### src/rtl/seq_mux_n.sv
// seq_mux_n: registered N-way channel mux with manual select or dwell-paced auto-scan.
// dout and ch always describe the same channel; wrap/err are one-cycle status pulses.
module seq_mux_n #(
    parameter int N     = 4,
    parameter int W     = 8,
    parameter int SW    = 2,
    parameter int DWELL = 4
) (
    input  logic           clk,
    input  logic           rst_n,
    input  logic           en,
    input  logic           mode,
    input  logic [SW-1:0]  sel,
    input  logic [N*W-1:0] din,
    output logic [W-1:0]   dout,
    output logic [SW-1:0]  ch,
    output logic           wrap,
    output logic           err
);
    localparam int CW = DWELL > 1 ? $clog2(DWELL) : 1;
    logic [CW-1:0] r_cnt;
    logic [SW-1:0] r_ch;
    logic [W-1:0]  r_dout;
    logic          r_wrap;
    logic          r_err;
    logic [W-1:0]  w_slice [N];
    logic          w_sel_ok;
    logic          w_last;
    logic          w_ch_last;
    logic [SW-1:0] w_ch_nxt;
    logic [CW-1:0] w_cnt_nxt;
    for (genvar k = 0; k < N; k++) begin : g_slice
        assign w_slice[k] = din[k*W +: W];
    end
    assign w_sel_ok  = 32'(sel) < N;
    assign w_last    = r_cnt == CW'(DWELL - 1);
    assign w_ch_last = r_ch == SW'(N - 1);
    // an out-of-range manual select keeps the current channel and just refreshes its data
    assign w_ch_nxt  = mode ? (w_last ? (w_ch_last ? '0 : r_ch + 1'b1) : r_ch)
                            : (w_sel_ok ? sel : r_ch);
    assign w_cnt_nxt = (mode && !w_last) ? r_cnt + 1'b1 : '0;
    always_ff @(posedge clk or negedge rst_n) begin
        if (!rst_n) begin
            r_cnt  <= '0;
            r_ch   <= '0;
            r_dout <= '0;
            r_wrap <= 1'b0;
            r_err  <= 1'b0;
        end else if (en) begin
            r_cnt  <= w_cnt_nxt;
            r_ch   <= w_ch_nxt;
            r_dout <= w_slice[w_ch_nxt];
            r_wrap <= mode && w_last && w_ch_last;
            r_err  <= !mode && !w_sel_ok;
        end else begin
            r_wrap <= 1'b0;
            r_err  <= 1'b0;
        end
    end
    assign dout = r_dout;
    assign ch   = r_ch;
    assign wrap = r_wrap;
    assign err  = r_err;
endmodule

### config.mk
export PLATFORM = sky130hd
export DESIGN_NAME = seq_mux_n
export DESIGN_NICKNAME = d
export VERILOG_FILES = /design/src/rtl/seq_mux_n.sv
export SDC_FILE = /design/constraint.sdc
export NUM_CORES = 1
export LEC_CHECK = 0
export ABC_CLOCK_PERIOD_IN_PS = 1900
export CAP_MARGIN = 20
export CORE_AREA = 2 2 54 56
export CTS_CLUSTER_SIZE = 16
export DETAILED_ROUTE_END_ITERATION = 7
export DIE_AREA = 0 0 56 58
export PLACE_DENSITY = 0.72
export SKIP_CTS_REPAIR_TIMING = 1
export SYNTH_ARGS = -nofsm -noshare
export SYNTH_HDL_FRONTEND = slang
export SYNTH_SLANG_ARGS = --single-unit
### constraint.sdc
create_clock -name clk -period 1.9 [get_ports clk]
set_input_delay 0.38 -clock clk [delete_from_list [all_inputs] [get_ports clk]]
set_output_delay 0.38 -clock clk [all_outputs]
set_load 0.02 [all_outputs]
* Yosys cells after proc, flatten, opt, wreduce, memory -nomap -nowiden
Cells that the tools add are included.
Word-level totals: output and inout port bits 12, register bits 13
Operators by class: reduce and logical (&&, ||, !) cells 4, $lt $le $gt $ge 1, equal/unequal tests 2, multiplexer cells 8, add/sub/neg operators 2, bitwise gates (word level) 1
Operators by type and width (count):
- $bmux 8 s2 | 1
- $mux 8 | 2
- $mux 2 | 4
- $add 2x1->2 const B | 2
- $eq 2x2->1 const B | 2
- $ge 3x3->1 const B | 1
- $logic_and 1x1->1 | 3
- $not 2->3 | 1
- $logic_not 1->1 | 1
- $mux 1 | 1

* Depth between registers and ports, before layout
Gate-level depths: netlist of run 1.
depth in word-level cells 8, gate-level depth with buffers 8, depth with buffers taken out 5

* Worst setup path before layout of run 1
OpenSTA, ideal clock, no wires.
path type reg-to-reg, start reg r_ch[0], in the netlist ch[0], end reg r_dout[2], in the netlist dout[2], clock period less this slack 2.092 ns, stages on the path, launching flop included 9, arrival time 1.988 ns, path slack -0.192 ns, path buffers 3, required time 1.796 ns, cells stage by stage dfrtp_1 > ha_1 > or3b_1 > buf_2 > a31o_1 > buf_6 > buf_12 > mux2i_1 > a221oi_1
Between the ends: word-level cells in the longest chain between the ends 8
Ends and longest elaborated chain:
- start: declaration | RTL line 22 | logic [SW-1:0] r_ch;
- start signal: assignment | RTL line 51 | r_ch <= w_ch_nxt;
- $add 2x1->2 / $eq 2x2->1 (equally long branches) | RTL line 39, 37
- $mux 2 | RTL line 39 | assign w_ch_nxt = mode ? (w_last ? (w_ch_last ? '0 : r_ch + 1'b1) : r_ch)
- $mux 2 (*) (2 in series) | RTL line 39
- $not 2->3 (not written as such) (*) | RTL line 52 | r_dout <= w_slice[w_ch_nxt];
- $bmux 8 s2 (*) | RTL line 52
- $mux 8 (not written as such) (*) (2 in series) | RTL line 52
- end signal: assignment | RTL line 52
- end: declaration | RTL line 23 | logic [W-1:0] r_dout;
Every way passes the cells marked *; elsewhere a longest branch is shown, timed or not. The select of a mux whose other input is x is not followed. A chain may end at the register's enable or synchronous reset.

* Worst setup path in the final report of run 1
start reg r_ch[0], in the netlist ch[0], end reg r_dout[4], in the netlist dout[4]
The elaborated chain is that of the path after synthesis.

==> impl_metrics.ini, run 1 <==
[run_status]
status = finished clean

[layout]
drive_gt1_share_pct = 24.66
n_fill_cell = 240
instances_no_fill = 177
post-route-util_pct = 59.63
antenna_cells = 0
area_delta_synth_final_pct = 82.85
nNetsFinal = 187

[synth]
ys_warn_count = 0
syn-num-nets = 129
ys.flop_type = dfrtp_1
netlist_instances = 89
synth.most_common_cell = mux2i_1
syn_area_um2 = 868.3
synth_common_cells = mux2i_1, dfrtp_1, nor2_1, a211oi_1, o21ai_0
ys_top_cells_by_area = dfrtp_1, mux2i_1, a211oi_1
yosysUniqueCellTypes = 25
synth_top_area_cell = dfrtp_1
seq_area_frac_synth_pct = 37.46
synth_area_per_cell_um2 = 9.757
synth_top_area_share_pct = 37.46
synth_edf_count = 0
ys_ff_latch = 13
synthArstFlopShare_pct = 100.0

[floorplanning]
die_y_um = 58
die_w_um = 56
core-area_mm2 = 0.002663
die_area_mm2 = 0.003248
rows = 19
start_util_pct = 32.61
io-pin-count = 50

[pwr]
cellPowerDensity_mw_per_mm2 = 675.9
leakagePower_uw = 0.0006413
p_total_uw = 1073
ir_drop_mv = 0.4110

[cts]
path_clk_slew_ns = 0.08
clock_latency_ns = 0.29
cts-buffers-inserted = 3
tritoncts = built
cts_sinks = 13
htreeDepth = 1
root_buffer = clkbuf_4
clockBufferDepth = 2

[place]
dpl.hpwl_um = 2073
place_inst = 170
portBuffers = 48
gp_congestion = 0.7102

[worst_setup_path]
path_class = reg -> reg
cp.arrival_ns = 2.07
crit_chain = ha_4 -> or3b_4 -> a31o_4 -> buf_12 -> a211oi_2 -> a221oi_2
r2r-start = ch[0]
critPathTopFamily = compound AO/OA/AOI/OAI gates
max_stage_delay_ns = 0.44
path_max_fanout = 8
end_kind = register
worstPathRequired_ns = 2.07
critical_path.startpoint_type = register
startpoint = ch[0]
cp.buffers_inverters = 1
slowest_stage = dfrtp_2

[worst_hold_path]
hp-class = in -> async

[global_routing]
grt_max_degree = 16
overflow = 0
grt_usage_pct = 17.34
antenna_found_initial = 0
first_global_vias = 932
grt_pass1_wl_um = 4353

[timing]
setup_violations = 0
holdWs_ns = 0.4630
finalCritPeriodShare_pct = 99.97
max_freq_mhz = 526.5
slew_viol_final = 0
rsz0062_at_grt = true
fin_crit_ns = 1.899
slew_headroom_pct = 59.49
hold_viol = 0
fin_skew_ns = 0.002291
tightestPinTransition_ns = 0.6057

[routing]
wl_per_cell_um = 16.51
drt_iter0_drc = 23
drc = 0
num_vias = 955
wl_um = 2923
drt_first_pass_iters = 5
via_per_inst = 5.395
ant_nets = 0

[flow_run]
drv_cap = 0
## worst reg2reg max path, cell delays in order (launching register included)
cell	delay, ns
dfrtp_2	0.44
ha_4	0.16
or3b_4	0.38
a31o_4	0.26
buf_12	0.15
a211oi_2	0.28
a221oi_2	0.11
## final timing paths
check / to / slack [ns] / cells after the start
hold reg to reg: dout[6] / 0.51 / 2
setup reg to reg: dout[4] / 0.0005 / 6
setup / recovery: dout[4] / 0.0005 / 6
hold / removal: dout[1] / 0.46 / 1
min in group clk: dout[6] / 0.51 / 2
max in group asynchronous: ch[0] / 1.01 / 1
## through the flow
step	cell area (µm²)	TNS, ns	worst slack [ns]
3_5_place_dp	1421	-0.4464	-0.08416
4_1_cts	1448	-0.2086	-0.03792
2_1_floorplan	879.6	-0.8037	-0.1376
3_3_place_gp	1421	-0.1347	-0.03010
5_1_grt	1588	-0.08507	-0.02763
6_report	1588	0	0.0005214
## cells in the final DEF (no fill, tap or decap), types with 4 or more instances in the layout
| cell | n |
|---|---|
| nand2_1 | 5 |
| dfrtp_1 | 11 |
| buf_4 | 10 |
| o221ai_1 | 4 |
| a31oi_1 | 4 |
| clkdlybuf4s50_1 | 48 |
| mux2i_1 | 12 |
| a211oi_2 | 4 |
| nor2_1 | 7 |
| o21ai_0 | 6 |
## power breakdown
part / leakage [µW] / total [µW] / switching, µW / internal (µW)
sequential: 0.000155 / 354 / 30.1 / 324
combinational: 0.000472 / 535 / 238 / 296
clock: 0.0000150 / 185 / 103 / 81.9
## per-layer routing
| layer | vias up | share of wire (%) | routed length (µm) | global-route usage (%) |
|---|---|---|---|---|
| met5 | - | 0 | 0 | 0 |
| met1 | 452 | 40 | 1168 | 20.11 |
| met4 | 0 | 1.9 | 55 | 6.122 |
| li1 | 446 | - | - | - |
| met2 | 52 | 50 | 1471 | 31.26 |
| met3 | 5 | 7.8 | 228 | 4.241 |
## sequential cells by signal (all words and copies together), names as in the netlist
name and count:
wrap 1, r_cnt 2, ch 2, dout 8
## cell families after synthesis
family | count (synthesis) | synth area share (%)
fa+ha+maj | 2 | 2.881
compound gates | 27 | 22.19
mux | 15 | 17.43
simple gates | 20 | 11.53
buf+inv | 11 | 8.068
flops | 13 | 37.46
other cells | 1 | 0.4319
## layout make-up
type	instances	area [µm²]	area share, %
Clock buffer	4	26.28	1.655
Inverter	3	11.26	0.7092
Multi-Input combinational cell	65	571.8	36.01
Sequential cell	13	327.8	20.65
Tap cell	31	38.79	2.443
Timing Repair Buffer	61	611.8	38.53
Power figures use the tool's default switching activity.
==> run 2, diff against run 1 <==
--- a/config.mk
+++ b/config.mk
@@ -6,7 +6,7 @@
 export NUM_CORES = 1
 export LEC_CHECK = 0
 export ABC_CLOCK_PERIOD_IN_PS = 1900
-export CAP_MARGIN = 20
+export CAP_MARGIN = 0
 export CORE_AREA = 2 2 54 56
 export CTS_CLUSTER_SIZE = 16
 export DETAILED_ROUTE_END_ITERATION = 7
==> results of run 2 <==
No change in the layout: final DEF, timing and power equal those of run 1.
==> run 3, diff against run 2 <==
--- a/config.mk
+++ b/config.mk
@@ -16,3 +16,4 @@
 export SYNTH_ARGS = -nofsm -noshare
 export SYNTH_HDL_FRONTEND = slang
 export SYNTH_SLANG_ARGS = --single-unit
+export TNS_END_PERCENT = 20
==> run 3 against run 2 <==
  * Final cell count up 0.56%
  * Core utilization fell by 0.094 points
  * Global-route usage fell by 1.0 points
  * Flip-flop and latch count unchanged
  * Largest cell class unchanged
  * Critical path type unchanged
  * Register-to-register slack improved by 0.02 ns
==> impl_metrics.ini, run 3 (same netlist as run 1, synthesis figures left out) <==
[worst_setup_path]
max_stage_delay_ns = 0.44
critical_path.startpoint_type = register
slowest_stage = dfrtp_2
end_kind = register
cp.arrival_ns = 2.02
critPathTopFamily = compound AO/OA/AOI/OAI gates
cp.buffers_inverters = 1
path_max_fanout = 8
worstPathRequired_ns = 2.05
path_class = reg -> reg
crit_chain = ha_4 -> or3b_4 -> a31o_4 -> buf_8 -> a211oi_2 -> a221oi_2

[flow_run]
drv_cap = 0

[pwr]
seq_power_share_pct = 34.2
p_switching_uw = 348.2
p_int_uw = 691.1
p_comb_share_pct = 49.8
leakagePower_uw = 0.0006468
power_frac_clock_pct = 16.0
cellPowerDensity_mw_per_mm2 = 655.6
ir_drop_mv = 0.4109
switching_share_pct = 33.50

[timing]
fin_ws_ns = 0.02269
fin_crit_ns = 1.877
tightestPinTransition_ns = 0.5910
finalCritPeriodShare_pct = 98.81
max_freq_mhz = 532.7
fin_skew_ns = 0.002571
hold_viol = 0
slew_headroom_pct = 60.48
rsz0062_at_grt = true
slew_viol_final = 0
setup_violations = 0

[place]
place_inst = 172
dpl.hpwl_um = 1935
dp_slack_ns = -0.07709
portBuffers = 48
gp_congestion = 0.8187

[global_routing]
antenna_found_initial = 0
overflow = 0
grt_usage_pct = 16.33
grt_pass1_wl_um = 4167
first_global_vias = 968
grt_max_degree = 17

[cts]
clock_latency_ns = 0.27
clockBufferDepth = 2
cts_sinks = 13
tritoncts = built
path_clk_slew_ns = 0.08
root_buffer = clkbuf_4
htreeDepth = 1
cts-buffers-inserted = 3

[floorplanning]
core-area_mm2 = 0.002663
io-pin-count = 50
die_y_um = 58
die_area_mm2 = 0.003248
die_w_um = 56
rows = 19
start_util_pct = 32.61

[layout]
largest_reg_flops = 8
instances_no_fill = 178
antenna_cells = 0
area_delta_synth_final_pct = 82.56
drive_gt1_share_pct = 24.49
nNetsFinal = 188
layout_commonest_cell = clkdlybuf4s50_1
mostFrequentLayoutCells = clkdlybuf4s50_1, mux2i_1, dfrtp_1, buf_4, nor2_1

[run_status]
status = finished clean

[routing]
ant_nets = 0
top_layer = met4
wl_met2_um = 1230
route.met3.wl_um = 254
via_per_inst = 5.270
drt_iter0_drc = 10
drc = 0
num_vias = 938
met1_length_um = 1091
drt_first_pass_iters = 4
wl_per_cell_um = 14.73
wl_um = 2622

[worst_hold_path]
hp-class = in -> async
## run 3: final cells by class
type	instances	area [µm²]
fill	239	1077
tap	31	38.79
multi-input combinational	65	578.1
timing repair buffer	62	603.1
inverter	3	11.26
clock buffer	4	26.28
sequential	13	327.8
## run 3: power by group through the flow
stage / sequential [µW] / combinational, µW / clock [µW]
after CTS: 352 / 446 / 174
after global routing: 361 / 558 / 188
after detailed placement: 355 / 444 / 0
after floorplan: 407 / 178 / 0
after global placement: 356 / 436 / 0
final: 355 / 518 / 166
## run 3: path summary, 6_finish.rpt
check	from	endpoint	slack, ns	depth (start not counted)
worst min-delay path	rst_n	ch[0]	0.48	1
max in group asynchronous	rst_n	ch[1]	1.00	1
worst min register to register	dout[6]	dout[6]	0.51	2
worst max register to register	ch[1]	dout[2]	0.02	6
worst max-delay path	ch[1]	dout[2]	0.02	6
min in group clk	dout[6]	dout[6]	0.51	2
## run 3: per-layer routing
layer  track usage, %  up-vias
met2            28.07       52
li1                 -      449
met4            5.442        0
met3            4.464        6
met5                0        -
met1            19.92      431
## run 3: metrics by stage
step | hold slack (ns) | instance area [µm²] | utilization [%] | power [µW] | setup TNS, ns
floorplan | 0.08441 | 879.6 | - | 584.9 | -0.8268
global placement | 0.4728 | 1424 | 53.48 | 792.1 | -0.06237
detailed placement | 0.4797 | 1424 | 53.48 | 799.6 | -0.4103
CTS | 0.4912 | 1450 | 54.46 | 971.7 | -0.1771
global route | 0.5265 | 1585 | 59.54 | 1106 | -0.05574
finish | 0.4808 | 1585 | 59.54 | 1039 | 0
